==> config.mk <==
export PLATFORM = sky130hd
export DESIGN_NAME = stopwatch_lap_ctrl
export DESIGN_NICKNAME = d
export VERILOG_FILES = /design/src/rtl/stopwatch_lap_ctrl_pkg.sv /design/src/rtl/stopwatch_lap_ctrl_bcd_chain.sv /design/src/rtl/stopwatch_lap_ctrl.sv
export SDC_FILE = /design/constraint.sdc
export NUM_CORES = 1
export LEC_CHECK = 0
export CAP_MARGIN = 10
export CORE_ASPECT_RATIO = 0.7
export CORE_MARGIN = 8
export CORE_UTILIZATION = 55
export DETAILED_ROUTE_END_ITERATION = 7
export PLACE_DENSITY = 0.83
export SLEW_MARGIN = 20
export SYNTH_ARGS = -nofsm -noshare
export SYNTH_HDL_FRONTEND = slang
export SYNTH_HIERARCHICAL = 1
export SYNTH_SLANG_ARGS = --single-unit
==> constraint.sdc <==
create_clock -name clk -period 2.4 [get_ports clk]
set_input_delay 0.48 -clock clk [delete_from_list [all_inputs] [get_ports clk]]
set_output_delay 0.48 -clock clk [all_outputs]
set_load 0.05 [all_outputs]
==> src/rtl/stopwatch_lap_ctrl_pkg.sv <==
// Shared types and constants for the stopwatch: FSM encoding, BCD digit limits
// and the 16-bit display-word layout also used by the FND scan driver.
package stopwatch_lap_ctrl_pkg;

   typedef enum logic [1:0] {
      ST_IDLE  = 2'd0,
      ST_RUN   = 2'd1,
      ST_PAUSE = 2'd2
   } sw_state_t;

   localparam int CSEC_MAX = 99;
   localparam int SEC_MAX  = 59;
   localparam logic [7:0] CSEC_MAX_BCD = 8'h99;
   localparam logic [7:0] SEC_MAX_BCD  = 8'h59;

   localparam int DIGIT_W     = 4;
   localparam int DISP_D3_LSB = 12;
   localparam int DISP_D2_LSB = 8;
   localparam int DISP_D1_LSB = 4;
   localparam int DISP_D0_LSB = 0;

   typedef struct packed {
      logic [3:0] min10;
      logic [3:0] min1;
      logic [3:0] sec10;
      logic [3:0] sec1;
      logic [3:0] csec10;
      logic [3:0] csec1;
   } sw_time_t;

   // show_min=0 -> ss.cc, show_min=1 -> mm.ss
   function automatic logic [15:0] disp_word(input sw_time_t t, input logic show_min);
      logic [15:0] w;
      w = '0;
      if (show_min) begin
         w[DISP_D3_LSB +: DIGIT_W] = t.min10;
         w[DISP_D2_LSB +: DIGIT_W] = t.min1;
         w[DISP_D1_LSB +: DIGIT_W] = t.sec10;
         w[DISP_D0_LSB +: DIGIT_W] = t.sec1;
      end else begin
         w[DISP_D3_LSB +: DIGIT_W] = t.sec10;
         w[DISP_D2_LSB +: DIGIT_W] = t.sec1;
         w[DISP_D1_LSB +: DIGIT_W] = t.csec10;
         w[DISP_D0_LSB +: DIGIT_W] = t.csec1;
      end
      return w;
   endfunction

endpackage

==> src/rtl/stopwatch_lap_ctrl_bcd_chain.sv <==
// BCD mm:ss.cc cascade with carry and saturation at max_min:59.99.
module stopwatch_bcd_chain
   import stopwatch_lap_ctrl_pkg::*;
(
   input  logic               clk,
   input  logic               reset_p,
   input  logic               inc,
   input  logic               clr,
   input  logic [7:0]         max_min,
   output logic [DIGIT_W-1:0] csec1,
   output logic [DIGIT_W-1:0] csec10,
   output logic [DIGIT_W-1:0] sec1,
   output logic [DIGIT_W-1:0] sec10,
   output logic [DIGIT_W-1:0] min1,
   output logic [DIGIT_W-1:0] min10,
   output logic               at_max
);

   localparam logic [3:0] UNIT_LIM   = 4'd9;
   localparam logic [3:0] CSEC10_LIM = 4'(CSEC_MAX / 10);
   localparam logic [3:0] SEC10_LIM  = 4'(SEC_MAX / 10);

   assign at_max = ({min10, min1} == max_min) && ({sec10, sec1} == SEC_MAX_BCD) &&
                   ({csec10, csec1} == CSEC_MAX_BCD);

   always_ff @(posedge clk) begin
      if (reset_p || clr) begin
         csec1  <= '0;
         csec10 <= '0;
         sec1   <= '0;
         sec10  <= '0;
         min1   <= '0;
         min10  <= '0;
      end else if (inc && !at_max) begin
         // Each digit rolls to 0 at its limit and hands the carry to the next one up.
         if (csec1 != UNIT_LIM) csec1 <= csec1 + 4'd1;
         else begin
            csec1 <= '0;
            if (csec10 != CSEC10_LIM) csec10 <= csec10 + 4'd1;
            else begin
               csec10 <= '0;
               if (sec1 != UNIT_LIM) sec1 <= sec1 + 4'd1;
               else begin
                  sec1 <= '0;
                  if (sec10 != SEC10_LIM) sec10 <= sec10 + 4'd1;
                  else begin
                     sec10 <= '0;
                     if (min1 != UNIT_LIM) min1 <= min1 + 4'd1;
                     else begin
                        min1  <= '0;
                        min10 <= min10 + 4'd1;
                     end
                  end
               end
            end
         end
      end
   end

endmodule

==> src/rtl/stopwatch_lap_ctrl.sv <==
// Stopwatch controller: IDLE/RUN/PAUSE FSM, lap-freeze register and the
// registered 4-digit display mux feeding the FND scan driver.
module stopwatch_lap_ctrl
   import stopwatch_lap_ctrl_pkg::*;
#(
   parameter int MAX_MIN = 59
) (
   input  logic        clk,
   input  logic        reset_p,
   input  logic        clk_10msec,
   input  logic        btn_start,
   input  logic        btn_lap,
   input  logic        btn_clear,
   input  logic        mode_sel,
   output logic [15:0] disp_bcd,
   output logic        running,
   output logic        lap_active,
   output logic        overflow
);

   sw_state_t  state;
   sw_time_t   live;
   sw_time_t   lap_q;
   logic       at_max;
   logic       tick_run;
   logic       clr_cnt;
   logic [7:0] max_min_bcd;

   assign max_min_bcd = {4'(MAX_MIN / 10), 4'(MAX_MIN % 10)};
   assign tick_run    = clk_10msec && (state == ST_RUN);
   assign clr_cnt     = btn_clear && (state != ST_RUN);

   stopwatch_bcd_chain u_chain (
      .clk     (clk),
      .reset_p (reset_p),
      .inc     (tick_run),
      .clr     (clr_cnt),
      .max_min (max_min_bcd),
      .csec1   (live.csec1),
      .csec10  (live.csec10),
      .sec1    (live.sec1),
      .sec10   (live.sec10),
      .min1    (live.min1),
      .min10   (live.min10),
      .at_max  (at_max)
   );

   always_ff @(posedge clk) begin
      if (reset_p) begin
         state      <= ST_IDLE;
         running    <= 1'b0;
         lap_active <= 1'b0;
         overflow   <= 1'b0;
         lap_q      <= '0;
         disp_bcd   <= '0;
      end else begin
         // Display follows the registers as they stood before this edge.
         disp_bcd <= disp_word(lap_active ? lap_q : live, mode_sel);
         case (state)
            ST_IDLE: begin
               if (!btn_clear && btn_start) begin
                  state   <= ST_RUN;
                  running <= 1'b1;
               end
            end
            ST_RUN: begin
               if (tick_run && at_max) begin
                  state    <= ST_PAUSE;
                  running  <= 1'b0;
                  overflow <= 1'b1;
               end else if (btn_start) begin
                  state   <= ST_PAUSE;
                  running <= 1'b0;
               end
               // Lap captures the count as it was before any same-cycle tick.
               if (!btn_start && btn_lap) begin
                  if (!lap_active) lap_q <= live;
                  lap_active <= !lap_active;
               end
            end
            ST_PAUSE: begin
               if (btn_clear) begin
                  state      <= ST_IDLE;
                  lap_active <= 1'b0;
                  overflow   <= 1'b0;
               end else if (btn_start && !overflow) begin
                  state   <= ST_RUN;
                  running <= 1'b1;
               end else if (btn_lap) begin
                  lap_active <= 1'b0;
               end
            end
            default: begin
               state   <= ST_IDLE;
               running <= 1'b0;
            end
         endcase
      end
   end

endmodule
; Yosys cells after proc, flatten, opt, wreduce, memory -nomap -nowiden
; Cells that the tools add are included.
[totals]
mem_bits_rw = 0
out_inout_bits = 19
mem_count = 0
in_bits = 7
register_bits = 69
latch_bits = 0
elab_cells = 103
rom_bits = 0
[classes]
shift = 0
bitwise = 5
muxes = 27
multipliers = 0
div_mod_pow = 0
addsub = 6
n_lt_le_gt_ge = 0
n_eq_ne = 21
reduce_logical = 27
[op_table]
columns = operator, count
row1 = $add A4 B1 Y4 const B, 6
row2 = $mux W24, 1
row3 = $mux W4, 5
row4 = $eq A8 B7 Y1 const B, 2
row5 = $mux W16, 1
row6 = $ne A4 B4 Y1 const B, 4
row7 = $reduce_and A4 Y1, 3
row8 = $mux W1, 11
row9 = $mux W2, 5
row10 = $logic_and A1 B1 Y1, 9
row11 = $ne A3 B3 Y1 const B, 3
row12 = $reduce_and A3 Y1, 3
row13 = $eq A8 B8 Y1 const B, 1
row14 = $ne A2 B2 Y1 const B, 4
row15 = $ne A2 B1 Y1 const B, 3
row16 = $pmux W2 S3, 1
row17 = $reduce_and A6 Y1, 1
row18 = $logic_not A1 Y1, 5
row19 = $not A1 Y1, 5
row20 = $reduce_and A5 Y1, 1
row21 = $ne A4 B3 Y1 const B, 1
row22 = $pmux W1 S2, 2
row23 = $reduce_and A2 Y1, 2
row24 = $ne A3 B2 Y1 const B, 1
row25 = 6 further kinds, 6

; Longest topological paths before layout
; Gate-level depths: netlist of the first run.
[logic_depth]
word_depth = 6
ltp_mapped = 9
ltp_nobuf = 8

; By module
; The synthesis of the first run kept the hierarchy.
[modules_own_cells]
columns = mod, seq_area_each_um2, area_per_inst_um2, cells_each, instances
row1 = stopwatch_lap_ctrl, 900.9, 2089.5, 238, 1
row2 = stopwatch_bcd_chain, 480.5, 1401.3, 163, 1

; Worst setup path after synthesis of the first run
; OpenSTA, ideal clock, no wires.
[synth_timing]
path_type = reg2reg
startpoint = reg u_chain.csec10[2]
endpoint = reg running
synth_period_minus_slack_ps = 2261
path_buffers = 1
slack_ps = 139
required_ps = 2285
path_stages_with_launch = 9
setup_ps = 115
t_arrival_ps = 2146
cell_sequence = dfxtp_1 -> nand2b_1 -> or4_4 -> nor4_4 -> buf_6 -> nand3_1 -> nand3_1 -> a21oi_1 -> a2111oi_0
[synth_between]
elab_chain_cells = 5
word_cells_on_any_way = 7
classes_between = eq/ne: 2 / mux: 2 / reduce/logical: 3
[synth_rtl]
columns = item, line_no
row1 = start: declaration, stopwatch_lap_ctrl_bcd_chain.sv:11  ; output logic [DIGIT_W-1:0] csec10,
row2 = start signal: assignment, stopwatch_lap_ctrl_bcd_chain.sv:39  ; if (csec10 != CSEC10_LIM) csec10 <= csec10 + 4'd1;
row3 = $eq A8 B8 Y1 (*), stopwatch_lap_ctrl_bcd_chain.sv:24  ; ({csec10, csec1} == CSEC_MAX_BCD);
row4 = $logic_and A1 B1 Y1 (*), stopwatch_lap_ctrl_bcd_chain.sv:23  ; assign at_max = ({min10, min1} == max_min) && ({sec10, sec1} == SEC_MAX_BCD) &&
row5 = named net at_max, stopwatch_lap_ctrl.sv:24  ; logic at_max;
row6 = $logic_and A1 B1 Y1 (*), stopwatch_lap_ctrl.sv:67  ; if (tick_run && at_max) begin
row7 = $ne A3 B2 Y1 (no line) / $mux W1 (equally long branches), -
row8 = $reduce_and A4 Y1 (no line) / $pmux W1 S3 (equally long branches), -
row9 = end signal: assignment, stopwatch_lap_ctrl.sv:63  ; running <= 1'b1;
row10 = end signal: assignment, stopwatch_lap_ctrl.sv:69  ; running <= 1'b0;
row11 = end signal: assignment, stopwatch_lap_ctrl.sv:73  ; running <= 1'b0;
row12 = end: declaration, stopwatch_lap_ctrl.sv:16  ; output logic running,
; The timed path passes the listed nets; every way through them passes the cells marked *.
; A chain may end at the register's enable or synchronous reset.

; Final worst setup path of the first run
[layout_timing]
startpoint = reg state[1]
endpoint = reg u_chain.sec10[1]
[layout_between]
elab_chain_cells = 4
word_cells_on_any_way = 7
classes_between = eq/ne: 2 / reduce/logical: 5
[layout_rtl]
columns = item, line_no
row1 = start: declaration, stopwatch_lap_ctrl.sv:21  ; sw_state_t state;
row2 = start signal: assignment, stopwatch_lap_ctrl.sv:50  ; state <= ST_IDLE;
row3 = start signal: assignment, stopwatch_lap_ctrl.sv:62  ; state <= ST_RUN;
row4 = start signal: assignment, stopwatch_lap_ctrl.sv:68  ; state <= ST_PAUSE;
row5 = $eq A2 B1 Y1, stopwatch_lap_ctrl.sv:30  ; assign tick_run = clk_10msec && (state == ST_RUN);
row6 = $logic_and A1 B1 Y1, stopwatch_lap_ctrl.sv:30
row7 = named net tick_run, stopwatch_lap_ctrl.sv:25  ; logic tick_run;
row8 = $logic_and A1 B1 Y1, stopwatch_lap_ctrl_bcd_chain.sv:34  ; end else if (inc && !at_max) begin
row9 = $reduce_and A4 Y1 (no line), -
row10 = end signal: assignment, stopwatch_lap_ctrl_bcd_chain.sv:45  ; if (sec10 != SEC10_LIM) sec10 <= sec10 + 4'd1;
row11 = end: declaration, stopwatch_lap_ctrl_bcd_chain.sv:13  ; output logic [DIGIT_W-1:0] sec10,
; The timed path passes the listed nets, and every way through them passes these cells.

==> summary.txt, run 1 <==
Timing
  • Relative slew slack: 0.582
  • Worst Tran Pin Value: 624 ps
  • Period utilisation layout: 0.920
  • Fin. max-slew vios: 0
  • Max frequency: 0.453 GHz
  • Fin worst setup slack: 193 ps
  • Final count of negative-setup-slack endpoints: 0
  • Crit path time final: 2210 ps
  • Clock Skew: ~11 ps
  • Final Hold Fails: 0
  • RSZ-0062 raised after global routing: false

Clocking
  • H-tree levels: 3
  • CTS Buffer Depth: 2
  • CTS Buf Count: 9
  • Root Driver: clkbuf_8
  • Worst-Skew Late Latency: 350 ps
  • CTS tree: built
  • Worst-path clk slew: 80 ps
  • CTS Sinks: 69

Routing
  • Via/cell ratio: 5.66
  • Detailed Route Iter0 Violations: 198
  • First drt pass iteration count: 4
  • Residual DRC count: 0
  • DR vias: 2990
  • Antenna Violating Nets Remaining: 0
  • Wire per inst: approximately 15 um
  • Final wirelength: 7950 um

Synthesis
  • Yosys warns: 6
  • Main area contributors after synthesis: dfxtp_1 (40%), a211oi_1 (5.2%), nand2_1 (5.2%)
  • Mapped cell area: 3490 um2
  • #FFs+latches synth: between 60 and 70
  • Syn Inst Count: 401
  • Synth async-reset ratio: 0
  • Share of the synthesized area in the top cell type: 0.396
  • EDFF count, synth: 0
  • Mean Syn Cell Area: 8.71 um2
  • Seq/Total Area, Yosys: 0.396
  • Post-synth top area cell: dfxtp_1
  • Count of different cell masters after synthesis: 55
  • Synth Flop Type: dfxtp_1

Placement
  • Placer congestion estimate: 0.894
  • Port bufs: 25
  • Detailed Place HPWL: 5830 um
  • Worst slack at placement: -11.7 ps

Die
  • Core ar.: 6190 um2
  • Chip Height: 82.7 um
  • Die ar.: between 9000 and 10000 um2
  • Core Rows: 24
  • I/O pin count: 26
  • Die width: ~110 um
  • Starting Density: 0.564

Pwr
  • Pwr Density: 668 nW/um2
  • Peak supply drop: between 0.3 and 0.4 mV
  • Leakage power: approximately 1.5 nW

Worst setup path
  • CP max stage cell: or4_1
  • Crit path kind: flip-flop to flip-flop
  • Worst path arrival time: 2490 ps
  • Most used cell, CP: and2_1
  • Setup crit end kind: flip-flop
  • Critical Path RT: ~2700 ps
  • Crit-path cells: inv_1 -> ha_2 -> and2_1 -> and2_1 -> buf_4 -> and4_1 -> nand2_1 -> or4_1 -> a21oi_1
  • Max incr delay on CP: 420 ps
  • Crit path launch type: flip-flop
  • Critical path peak fanout: 7

Final layout
  • Most common cell after layout, fill and taps aside: dfxtp_1
  • Final #Nets: ~460
  • Most frequent cells in the layout: dfxtp_1 (69), nand2_1 (48), nor2_1 (43)
  • Area Overhead vs Synth: 18.5%
  • Post-layout util: 0.668
  • Layout cells sized above 1: 0.167
  • Diodes inserted: 0
  • Fill count: 507

Global route
  • Gr usage total: 0.180
  • Vias in the first global route: between 2k and 3k
  • Largest net degree at the start of global routing: 36
  • First-pass GRT wire length: roughly 13000 um
  • Total gr overflow: 0
  • Antenna violations before repair: 0

Outcome
  • Run status: finished, final reports clean

Hold path
  • HP Class: flip-flop to flip-flop

Run
  • Max-Cap Viols: 0
power by group:
group | switching [mW] | total, mW | internal [mW]
logic | 0.334 | 0.536 | 0.201
registers | 0.0484 | 1.25 | 1.20
clock network | 0.461 | 0.975 | 0.514
total | 0.844 | 2.76 | 1.92
cell usage after synthesis, drive strengths merged (4+ instances only):
library cell	count
a211oi	24
buf	13
a21oi	43
nand4	6
mux2i	12
o31ai	5
nor2b	18
dfxtp	69
xnor2	9
mux2	8
clkbuf	11
o21ai	17
or4	7
nand3	4
nand2	48
inv	6
nor2	43
nand2b	8
ha	6
metal layers:
layer  vias up  part of all wire  global-route usage
li1       1495                 -                   -
met1      1397              0.51               0.255
met2        88              0.41               0.258
met3        10             0.074              0.0548
met4         0            0.0085              0.0490
met5         -                 0                   0
registers in the layout (all words and copies together) (netlist names), 2 cells and up:
register        cells
u_chain/min10       4
lap_q              24
u_chain/sec10       4
u_chain/csec1       4
u_chain/sec1        4
state               2
disp_bcd           16
u_chain/min1        4
u_chain/csec10      4
worst paths after layout:
check	from	endpoint	slack [ps]	cells after the start
max	state[1]	u_chain/sec10[1]	190	9
min	lap_q[23]	lap_q[23]	450	2
max reg2reg	state[1]	u_chain/sec10[1]	190	9
min reg2reg	lap_q[23]	lap_q[23]	450	2
through the flow:
step	cells	cell area, um2	TNS (ps)	hold WS (ps)	power [mW]
2_1_floorplan	407	3510	0	433	1.66
3_3_place_gp	512	3920	0	440	1.79
3_5_place_dp	512	3920	-11.7	444	1.81
4_1_cts	528	4130	0	457	2.77
5_1_grt	528	4140	0	484	2.89
6_report	528	4140	0	453	2.76
worst max-delay path, delay by kind of cell (launching register included):
| family | cells | cell delay, ps |
|---|---|---|
| simple gates | 5 | 1120 |
| flops | 1 | 330 |
| fa+ha+maj | 1 | 270 |
| buf+inv | 2 | 260 |
| compound gates | 1 | 150 |
area by class of cell:
| type | count | area (um2) | area share |
|---|---|---|---|
| Multi-Input combinational cell | 308 | 1970 | 0.477 |
| Tap cell | 78 | 97.6 | 0.0236 |
| Clock buffer | 10 | 138 | 0.0333 |
| Sequential cell | 69 | 1380 | 0.334 |
| Timing Repair Buffer | 51 | 450 | 0.109 |
| Inverter | 6 | 22.5 | 0.00545 |
| Clock inverter | 6 | 71.3 | 0.0172 |
logic make-up (layout without fill, tap and decap cells):
group | Yosys count | in the layout | share of synthesized area
xor+xnor | 12 | 12 | 0.0301
fa+ha+maj | 6 | 6 | 0.0215
simple gates | 161 | 161 | 0.258
compound gates | 101 | 101 | 0.186
other cells | 2 | 8 | 0.00215
mux | 20 | 20 | 0.0602
flops | 69 | 69 | 0.396
buf+inv | 30 | 73 | 0.0459
timing repair:
| action | in CTS | in global routing |
|---|---|---|
| gates resized for setup | 0 | 1 |
| setup buffers | 0 | 0 |
| endpoints found under the setup margin | 0 | 1 |
| hold buffers | 0 | 0 |
Note: power is estimated with default switching activity, not from simulation.
==> run 2, diff against run 1 <==
MAX_ROUTING_LAYER = met4   (was not set)
PLACE_DENSITY = 0.76   (was 0.83)
clock period = 2.8 ns   (was 2.4 ns; I/O delays follow)
==> run 2 against run 1 <==
Net effect:
- first-iteration DRC count down 33%
- worst hold slack better by 2.8 ps
- via count down 4.2%
- critical path depth down 2
- utilization down 1.9 points
- register-to-register slack better by 210 ps
- die area unchanged
- setup slack better by 210 ps
- clock-buffer cell count unchanged
- highest routed layer unchanged
==> summary.txt, run 2 (synthesis results as in run 1) <==
Outcome
  • Run status: finished, final reports clean

Timing
  • RSZ-0062 raised after global routing: false
  • Max frequency: roughly 0.42 GHz
  • Fin. max-slew vios: 0
  • Worst Tran Pin Value: 597 ps
  • Period utilisation layout: 0.857
  • Relative slew slack: 0.601
  • Crit path time final: between 2000 and 2500 ps
  • Clock Skew: 13.5 ps
  • TNS Setup: 0 ps
  • Final count of negative-setup-slack endpoints: 0
  • Final Hold Fails: 0

Final layout
  • Biggest regs: lap_q x24, disp_bcd x16
  • Final #Nets: 439
  • Fill count: roughly 530
  • Layout cells sized above 1: 0.125
  • Diodes inserted: 0
  • Largest register FFs: 24
  • Most frequent cells in the layout: dfxtp_1 (69), nand2_1 (48), nor2_1 (43)
  • Largest reg by FF count: lap_q
  • Finished Layout Cells: 509
  • Area Overhead vs Synth: 15.2%
  • Most common cell after layout, fill and taps aside: dfxtp_1
  • Final Cell Area: about 4000 um2

Routing
  • Residual DRC count: 0
  • Detailed Route Iter0 Violations: 132
  • Antenna Violating Nets Remaining: 0
  • Final wirelength: around 8000 um
  • DR vias: 2863
  • First drt pass iteration count: 5
  • Via/cell ratio: ~5.6
  • Wire per inst: 15.8 um

Worst setup path
  • Worst path arrival time: 2630 ps
  • Critical path peak fanout: 7
  • Reg2reg setup slack: 400 ps
  • Crit path launch type: flip-flop
  • Max incr delay on CP: around 540 ps
  • Reg-to-reg startpoint: u_chain/sec1[2]
  • RR Endpoint: running
  • R2r worst-path depth: 7
  • CP max stage cell: or4_4
  • Critical Path RT: 3030 ps
  • Crit-path cells: nand4bb_4 -> or4_4 -> nor4_4 -> nand3_1 -> nand3_1 -> a21oi_1 -> a2111oi_0
  • Setup crit end kind: flip-flop
  • Crit path kind: flip-flop to flip-flop
  • Most used cell, CP: nand3_1

Die
  • Core Rows: 24
  • Chip Height: between 80 and 90 um
  • Starting Density: 0.564
  • Die width: 111 um
  • I/O pin count: 26
  • Core ar.: 6190 um2
  • Die ar.: 9190 um2

Pwr
  • Peak supply drop: approximately 0.27 mV
  • Total power: between 2 and 3 mW
  • Cell Int Power: 1.79 mW
  • Net Sw Frac: 0.285
  • Pwr Density: 623 nW/um2
  • Leakage power: around 1.4 nW
  • Flop pwr share: 0.428
  • NetSw: 0.714 mW
  • Share of total power in combinational logic: 0.186
  • Clock power share: 0.386

Placement
  • Placed insts: 493
  • Port bufs: 25
  • Detailed Place HPWL: roughly 5700 um
  • Dpl cell area: around 3800 um2
  • Placer congestion estimate: just under 0.9

Clocking
  • Post-CTS setup buffer count: 0
  • Worst-Skew Late Latency: around 360 ps
  • CTS tree: built
  • CTS Hold Buffers Added: 0
  • CTS Buffer Depth: 2
  • CTS Buf Count: 9
  • Worst-path clk slew: ~70 ps
  • H-tree levels: 3
  • CTS Sinks: between 60 and 70
  • Root Driver: clkbuf_8
  • Post-cts sizing count: 0

Global route
  • Grt peak-use layer: met1
  • Grt met3 use: 0.0664
  • Global routing met1 resource utilization: 0.255
  • Vias in the first global route: 2616
  • First-pass GRT wire length: approximately 13000 um
  • Total gr overflow: 0
  • Antenna violations before repair: 0
  • GRT met2 Usage: 0.254
  • Gr usage total: 0.187
  • Largest net degree at the start of global routing: 47

Hold path
  • Hold depth: 2
  • Hold path endpoint: lap_q[23]
  • Min-delay src: lap_q[23]
  • HP Class: flip-flop to flip-flop

Run
  • Max-Cap Viols: 0
run 2: changes by cell type in the layout (fill, tap and decap cells not counted):
cell / change
clkbuf_8: -1
ha_2: -1
bufinv_16: +2
clkinv_4: -1
ha_1: +1
clkinv_2: +1
buf_4: -19
clkbuf_1: +1
inv_6: -1
clkinvlp_4: -1
run 2: layout make-up:
cell class	instances	area (um2)	share of cell area
clock buffer	10	128	0.0317
multi-input combinational	308	1970	0.491
inverter	6	22.5	0.00560
tap	78	97.6	0.0243
sequential	69	1380	0.344
timing repair buffer	32	308	0.0766
clock inverter	6	111	0.0277
run 2: worst max-delay path by stage:
| stage | start | end | slack (ps) |
|---|---|---|---|
| 5_1_grt | u_chain/csec10[2] | running | 210 |
| 3_5_place_dp | clk_10msec | u_chain/min10[3] | 200 |
| 4_1_cts | u_chain/sec1[2] | running | 400 |
| 6_report | u_chain/sec1[2] | running | 400 |
| 3_3_place_gp | clk_10msec | u_chain/min10[3] | 230 |
| 2_1_floorplan | u_chain/csec10[2] | running | 540 |
run 2: power groups by stage:
stage               sequential, mW  clock (mW)  combinational, mW
floorplan                     1.16           0              0.266
detailed placement            1.09           0              0.459
global route                  1.08        1.03              0.502
finish                        1.07       0.966              0.465
CTS                           1.07       0.986              0.462
global placement              1.09           0              0.453
run 2: stage by stage:
stage,hold slack [ps],util,setup slack (ps)
floorplan,433,-,539
finish,456,0.650,400
global placement,441,0.611,229
CTS,457,0.650,396
global route,483,0.650,209
detailed placement,447,0.611,196
run 2: metal layers:
layer,up-vias,share of wire
met5,-,0
met2,79,0.41
met3,9,0.069
li1,1458,-
met4,0,0.012
met1,1317,0.51
run 2: critical path: cells and delay by family, from the launching register on:
family | cells | cell delay, ps
and+or+nand+nor | 5 | 1420
AOI/OAI and AO/OA | 2 | 450
DFF | 1 | 400
